## config.mk

```make
export PLATFORM = sky130hd
export DESIGN_NAME = spi_slave
export DESIGN_NICKNAME = d
export VERILOG_FILES = /design/src/rtl/spi_pkg.sv /design/src/rtl/sync_edge_det.sv /design/src/rtl/spi_slave.sv
export SDC_FILE = /design/constraint.sdc
export NUM_CORES = 1
export LEC_CHECK = 0
export ABC_AREA = 1
export BUFFER_PORTS_ARGS = -buffer_cell sky130_fd_sc_hd__buf_4
export CAP_MARGIN = 20
export CORE_MARGIN = 10
export CORE_UTILIZATION = 55
export CTS_CLUSTER_DIAMETER = 30
export DETAILED_ROUTE_END_ITERATION = 16
export PLACE_DENSITY = 0.77
export SYNTH_ARGS = -nofsm -noshare
export SYNTH_HDL_FRONTEND = slang
export SYNTH_SLANG_ARGS = --single-unit
export TNS_END_PERCENT = 50
```

## constraint.sdc

```tcl
create_clock -name clk -period 1.9 [get_ports clk]
set_input_delay 0.19 -clock clk [delete_from_list [all_inputs] [get_ports clk]]
set_output_delay 0.19 -clock clk [all_outputs]
set_load 0.005 [all_outputs]
```

## src/rtl/spi_pkg.sv

```systemverilog
// -----------------------------------------------------------------------------
// spi_pkg
//   Shared types and default parameters for the SPI slave block.
//   - spi_state_t : frame FSM states (IDLE / ACTIVE / DONE)
//   - DEF_*       : default frame lengths and synchronizer depth
// -----------------------------------------------------------------------------
package spi_pkg;

    localparam int DEF_MOSI_LEN    = 12;
    localparam int DEF_MISO_LEN    = 8;
    localparam int DEF_SYNC_STAGES = 2;

    typedef enum logic [1:0] {
        IDLE   = 2'd0,
        ACTIVE = 2'd1,
        DONE   = 2'd2
    } spi_state_t;

endpackage : spi_pkg

```

## src/rtl/sync_edge_det.sv

```systemverilog
// -----------------------------------------------------------------------------
// sync_edge_det
//   STAGES-deep synchronizer for an asynchronous input, with single-cycle
//   rise/fall pulses derived from the synchronized level.
//   Ports:
//     clk, rst_n : system clock, asynchronous active-low reset
//     din        : asynchronous input
//     level      : synchronized input (last synchronizer stage)
//     rise, fall : one-cycle pulses on a synchronized 0->1 / 1->0 transition
//   RESET_VAL sets the idle level the chain holds in reset, so that leaving
//   reset with the input at its idle level produces no spurious edge.
// -----------------------------------------------------------------------------
module sync_edge_det
    import spi_pkg::*;
#(
    parameter int   STAGES    = DEF_SYNC_STAGES,
    parameter logic RESET_VAL = 1'b0
) (
    input  logic clk,
    input  logic rst_n,
    input  logic din,
    output logic level,
    output logic rise,
    output logic fall
);

    logic [STAGES-1:0] sync_q;
    logic              prev_q;

    // NOTE: sequential state uses non-blocking assignments only, so every
    // flop in the chain samples the value its neighbour held before the edge.
    always_ff @(posedge clk or negedge rst_n) begin
        if (!rst_n) begin
            sync_q <= {STAGES{RESET_VAL}};
            prev_q <= RESET_VAL;
        end else begin
            sync_q[0] <= din;
            for (int i = 1; i < STAGES; i++) begin
                sync_q[i] <= sync_q[i-1];
            end
            prev_q <= sync_q[STAGES-1];
        end
    end

    assign level = sync_q[STAGES-1];
    assign rise  =  level & ~prev_q;
    assign fall  = ~level &  prev_q;

endmodule : sync_edge_det

```

## src/rtl/spi_slave.sv

```systemverilog
// -----------------------------------------------------------------------------
// spi_slave
//   CPOL=1, MSB-first SPI slave running entirely in the clk domain.
//   sck/ss/mosi are oversampled through SYNC_STAGES flops; mosi is taken from
//   the same stage as sck so data and clock stay aligned.
//   Ports:
//     clk, rst_n : system clock, asynchronous active-low reset
//     sck        : SPI clock from the master (idles high)
//     ss         : slave select, active low
//     mosi       : serial data in
//     miso       : serial data out (0 when idle or once MISO_LEN bits sent)
//     tx_data    : word to send, captured when the frame starts
//     rx_data    : last complete received word
//     rx_valid   : one-cycle pulse when rx_data updates
//     busy       : high from frame start until the FSM returns to IDLE
//     frame_err  : one-cycle pulse when ss deasserts before MOSI_LEN bits
//   Assumes MOSI_LEN >= 2, 2 <= MISO_LEN <= MOSI_LEN, and sck phases of at
//   least 2 clk cycles each.
// -----------------------------------------------------------------------------
module spi_slave
    import spi_pkg::*;
#(
    parameter int MOSI_LEN    = DEF_MOSI_LEN,
    parameter int MISO_LEN    = DEF_MISO_LEN,
    parameter int SYNC_STAGES = DEF_SYNC_STAGES
) (
    input  logic                clk,
    input  logic                rst_n,
    input  logic                sck,
    input  logic                ss,
    input  logic                mosi,
    output logic                miso,
    input  logic [MISO_LEN-1:0] tx_data,
    output logic [MOSI_LEN-1:0] rx_data,
    output logic                rx_valid,
    output logic                busy,
    output logic                frame_err
);

    localparam int CNT_W = $clog2(MOSI_LEN + 1);

    // ------------------------------------------------------------------
    // Input synchronization
    // ------------------------------------------------------------------
    logic sck_level, sck_rise, sck_fall;
    logic ss_level, ss_rise, ss_fall;
    logic [SYNC_STAGES-1:0] mosi_sync_q;
    logic mosi_s;

    sync_edge_det #(.STAGES(SYNC_STAGES), .RESET_VAL(1'b1)) u_sck_sync (
        .clk   (clk),
        .rst_n (rst_n),
        .din   (sck),
        .level (sck_level),
        .rise  (sck_rise),
        .fall  (sck_fall)
    );

    sync_edge_det #(.STAGES(SYNC_STAGES), .RESET_VAL(1'b1)) u_ss_sync (
        .clk   (clk),
        .rst_n (rst_n),
        .din   (ss),
        .level (ss_level),
        .rise  (ss_rise),
        .fall  (ss_fall)
    );

    // Only the sck rising edge and the ss level/falling edge are needed.
    logic unused_sync;
    assign unused_sync = &{1'b0, sck_level, sck_fall, ss_rise};

    // mosi needs no edge detection, only the same depth as sck.
    always_ff @(posedge clk or negedge rst_n) begin
        if (!rst_n) begin
            mosi_sync_q <= '0;
        end else begin
            mosi_sync_q[0] <= mosi;
            for (int i = 1; i < SYNC_STAGES; i++) begin
                mosi_sync_q[i] <= mosi_sync_q[i-1];
            end
        end
    end

    assign mosi_s = mosi_sync_q[SYNC_STAGES-1];

    // ------------------------------------------------------------------
    // Frame FSM
    // ------------------------------------------------------------------
    spi_state_t state_q, state_d;

    logic [CNT_W-1:0]    count_q;
    logic [CNT_W-1:0]    count_inc;
    logic                last_bit;
    logic                more_tx;
    logic [MOSI_LEN-2:0] rx_shift_q;
    logic [MOSI_LEN-1:0] rx_next;
    // Holds the tx bits still to be sent after the one currently on miso.
    logic [MISO_LEN-2:0] tx_shift_q;

    assign count_inc = count_q + CNT_W'(1);
    assign last_bit  = (count_q == CNT_W'(MOSI_LEN - 1));
    assign more_tx   = (count_inc < CNT_W'(MISO_LEN));
    assign rx_next   = {rx_shift_q, mosi_s};

    // NOTE: all control and data flops are reset; a frame aborted by reset
    // must leave nothing behind that could later look like valid data.
    always_ff @(posedge clk or negedge rst_n) begin
        if (!rst_n) begin
            state_q <= IDLE;
        end else begin
            state_q <= state_d;
        end
    end

    // NOTE: the default assignment first keeps this block free of latches
    // on every path through the case statement.
    always_comb begin
        state_d = state_q;
        unique case (state_q)
            IDLE: begin
                if (ss_fall) state_d = ACTIVE;
            end
            ACTIVE: begin
                if (ss_level)                  state_d = IDLE;
                else if (sck_rise && last_bit) state_d = DONE;
            end
            DONE: begin
                // A new ss falling edge here is intentionally lost: the
                // master must deassert ss before another frame can start.
                if (ss_level) state_d = IDLE;
            end
            default: state_d = IDLE;
        endcase
    end

    always_comb begin
        busy = (state_q != IDLE);
    end

    // ------------------------------------------------------------------
    // Datapath: shift registers, counter, registered outputs
    // ------------------------------------------------------------------
    always_ff @(posedge clk or negedge rst_n) begin
        if (!rst_n) begin
            count_q    <= '0;
            rx_shift_q <= '0;
            tx_shift_q <= '0;
            rx_data    <= '0;
            rx_valid   <= 1'b0;
            frame_err  <= 1'b0;
            miso       <= 1'b0;
        end else begin
            rx_valid  <= 1'b0;
            frame_err <= 1'b0;
            unique case (state_q)
                IDLE: begin
                    miso <= 1'b0;
                    if (ss_fall) begin
                        miso       <= tx_data[MISO_LEN-1];
                        tx_shift_q <= tx_data[MISO_LEN-2:0];
                        count_q    <= '0;
                    end
                end
                ACTIVE: begin
                    if (ss_level) begin
                        frame_err <= 1'b1;
                        miso      <= 1'b0;
                        count_q   <= '0;
                    end else if (sck_rise) begin
                        count_q    <= count_inc;
                        rx_shift_q <= rx_next[MOSI_LEN-2:0];
                        tx_shift_q <= tx_shift_q << 1;
                        miso       <= more_tx ? tx_shift_q[MISO_LEN-2] : 1'b0;
                        if (last_bit) begin
                            rx_data  <= rx_next;
                            rx_valid <= 1'b1;
                        end
                    end
                end
                DONE: begin
                    miso <= 1'b0;
                end
                default: begin
                    miso <= 1'b0;
                end
            endcase
        end
    end

endmodule : spi_slave

```

==> impl_summary.md <==
Place
Port buffering added 28 buffers. After legalization and detailed placement, the total HPWL measured around 2400 um. The cell count after placement is 269. The congestion estimate from routability-driven global placement came to 0.789.

Critical path
The start of the worst register-to-register path is u_sck_sync.sync_q[1]. The category of the most critical setup path is reg2reg. The startpoint type of the worst setup path is a register. Counting both buffers and inverters, the worst setup path holds a total of 2. The required arrival time at the worst endpoint is ~2.1 ns. The data arrival at the endpoint of the critical path is roughly 1.9 ns. The sort of element at the end of the critical path is a register. The family of cells with the greatest summed delay on the critical path is simple AND/OR/NAND/NOR gates. Traced cell by cell, the critical path runs through inv_1 -> nor2_4 -> inv_1 -> nor2_2 -> nand2_2 -> nand2_1 -> o21ai_2. Counting cells, the worst reg-to-reg path comes to 7. The path length in cells of the critical path is 7. The worst setup path startpoint is u_sck_sync.sync_q[1].

For flop-to-flop paths, the worst setup slack is 0.23 ns. The maximum fanout along the worst path is 25. The most numerous cell type found on the critical path is inv_1. The highest-delay cell along the critical path is dfstp_2. The delay contributed by the slowest stage of the critical path is 0.54 ns. The most critical setup path has its endpoint at rx_data[3].

The worst register-to-register path ends at rx_data[3].

Timing
Derived from the worst setup path, the maximum achievable clock frequency is between 500 and 600 MHz. The final sum of negative setup slack is 0 ns. The worst path in the final design needs a cycle of around 1.7 ns, including I/O delays and setup.

The count of pins over their slew limit is 0. The headroom to the max-slew limit is 63.0%. The final worst hold slack is about 0.05 ns. The final critical path takes up 88.0% of the cycle. At the pin with the least slew margin, the transition time is 0.553 ns. The worst-case clock skew is 0.0122 ns.

The number of endpoints with negative hold slack in the final report came to 0. Setup repair after global routing left no endpoint under its margin. The final-report setup violation count is 0.

Global routing
The global-route wire length before repair is 5910 um. For this run the aggregate overflow at the end of global routing stands at 0. The initial antenna violation count was 0. The number of global-route vias before repair is 1361. Entering global routing, the biggest net connects 48 pins.

The total routing resource utilization after global routing is 11.5%.

Floorplan
In this run the horizontal extent of the chip is 80.0 um. For this configuration, the core starts out at a cell density of 57.9%. The area of the placeable core is 3420 um2. The boundary pin count is 29. From bottom edge to top edge, the die measures 80.0 um. The cell row count is 21. The area of the die is ~6400 um2.

Finish
0 antenna diodes ended up in the layout. Compared with the post-synthesis result, the final layout area differs by 15.1%. The multi-input gate area in the final layout is 629 um2. Counting the fill cells in the layout gives 284.

The finished layout holds 281 standard cells, fillers aside. Cells fill 66.6% of the core in the end. The most frequent standard cell in the layout excluding fill and tap cells is nand2_1. The fraction of final layout cells sized beyond drive strength 1 is between 20 and 30%. The area used by sequential logic in the layout is 1180 um2. The library cells used most frequently in the layout, excluding fill and tap cells, are nand2_1 (54), dfrtp_1 (41), buf_4 (28). The number of nets in the final layout is 248.

CTS
The master cell of the clock root buffer is clkbuf_4. The source-to-sink clock delay at the later pin of the worst-skew pair is 0.36 ns. The number of setup buffers added after CTS is 0. CTS saw 47 sinks.

The CTS tree is yes. The buffer depth of the longest clock path is 2. Clock-pin slew was measured on the worst setup and hold paths at about 0.13 ns. The total clock buffers created by CTS is 5. The number of gates given a new drive strength after cts is 0. The maximum level of the CTS H-tree is 2. The number of hold-repair buffers added at the cts stage is 4.

Job
The count of max-cap constraint violations is 0.

Logic synthesis
The gate count after technology mapping is 201. The post-synthesis sequential area ratio is 59.8%. The area of the mapped netlist is roughly 2000 um2.

The synthesis-stage register bit count is 47. Averaged over all synthesized cells, the footprint is 9.84 um2. Synthesis instantiated 22 different standard cells from the library. The total number of yosys warnings is 0. Counting every net in the synthesized netlist gives roughly 220.

Power and ir drop
The leakage power is 1.14 nW. The internal power is 1.33 mW. Per report_power, the combinational group accounts for 13.1% of the total.

The total power divided by cell area is 795 nW/um2. The switching share of power is 26.7%. IR analysis of the VDD net gives a maximum drop of 0.516 mV. Per report_power, the clock group accounts for about 24% of the total. In this run, flip-flops and latches consume 62.7% of the power. For this design the total switching power over the nets is slightly below 0.5 mW.

Route
The antenna violation net count after detailed routing is 0. The ratio of routed vias to standard cells is roughly 4.7. Before antenna repair, the detailed router went through 4 iterations. The total vias in the final route is about 1300. The starting DRC count in detailed routing is 67.

The total wire length after detailed routing is 3370 um. The average wire length per cell after detail routing is 12.0 um. For this run, design rule violations remaining after detail routing come to 0.

Worst hold path
Counting instances, the worst hold path has a depth of 3. In this run the worst hold path is classified as in2reg.

Run status
The run finished with clean final reports.
## worst min-delay path by stage
stage	slack (ns)	endpoint	from
after CTS	0.05	tx_shift_q[0]	tx_data[0]
after detailed placement	0.22	rx_shift_q[10]	rst_n
final	0.05	tx_shift_q[0]	tx_data[0]
after floorplan	-0.11	count_q[0]	rst_n
after global placement	0.23	rx_valid	rst_n
after global routing	0.04	tx_shift_q[0]	tx_data[0]
## Yosys cell counts (all sizes together)
| library cell | n | area, um2 |
|---|---|---|
| dfstp | 6 | 158 |
| o21ai | 36 | 229 |
| nand2 | 60 | 250 |
| ha | 1 | 12.5 |
| clkbuf | 1 | 3.75 |
| o22ai | 2 | 18.8 |
| nand4 | 1 | 6.26 |
| nand3 | 7 | 35.0 |
| inv | 28 | 105 |
| buf | 5 | 56.3 |
| o31ai | 1 | 7.51 |
| nor2 | 11 | 63.8 |
| dfrtp | 41 | 1030 |
| or2 | 1 | 6.26 |
## registers in the layout, indices dropped and copies added, names as in the netlist
signal,count
u_sck_sync.sync_q,2
u_ss_sync.sync_q,2
rx_data,12
u_sck_sync.prev_q,1
frame_err,1
u_ss_sync.prev_q,1
mosi_sync_q,2
state_q,2
rx_shift_q,11
rx_valid,1
tx_shift_q,7
count_q,4
miso,1
## per-stage QoR
step	area [um2]	total power, mW	setup slack (ns)
2_1_floorplan	1980	1.31	0.547
3_3_place_gp	2190	1.38	0.299
3_5_place_dp	2190	1.39	0.246
4_1_cts	2280	1.83	0.209
5_1_grt	2280	1.92	0.0560
6_report	2280	1.81	0.228
## cell type report
cell class / instances / area share, %
Sequential cell: 47 / 52.0
Multi-Input combinational cell: 120 / 27.7
Timing Repair Buffer: 32 / 11.0
Inverter: 28 / 4.62
Tap cell: 46 / 2.53
Clock buffer: 7 / 1.98
Clock inverter: 1 / 0.220
## kinds of logic after synthesis
kind of cell	Yosys count	share of synthesized area, %
fa+ha+maj	1	0.632
flops	47	59.8
compound gates	39	12.9
buf+inv	34	8.35
simple gates	80	18.3
## worst register-to-register path: cells and delay by family, from the launching register on
kind / cells / cell delay, ns
AO/OA/AOI/OAI: 1 / 0.07
buffers and inverters: 2 / 0.15
flip-flops: 1 / 0.54
AND/OR/NAND/NOR: 4 / 0.80
## metal layers
| metal | part of all wire, % | vias up | wire length, um | global-route usage (%) |
|---|---|---|---|---|
| met3 | 7.0 | 6 | 237 | 5.41 |
| li1 | - | 698 | - | - |
| met5 | 0 | - | 0 | 0 |
| met4 | 1.6 | 0 | 55 | 4.23 |
| met2 | 43 | 31 | 1460 | 18.2 |
| met1 | 48 | 598 | 1620 | 13.2 |
## power by group through the flow
| stage | logic, mW | clock network (mW) | registers [mW] |
|---|---|---|---|
| 2_1_floorplan | 0.167 | 0 | 1.14 |
| 3_5_place_dp | 0.235 | 0 | 1.16 |
| 6_report | 0.237 | 0.438 | 1.14 |
| 4_1_cts | 0.244 | 0.455 | 1.14 |
| 5_1_grt | 0.278 | 0.496 | 1.15 |
| 3_3_place_gp | 0.232 | 0 | 1.15 |
Note: power is estimated with default switching activity, not from simulation.
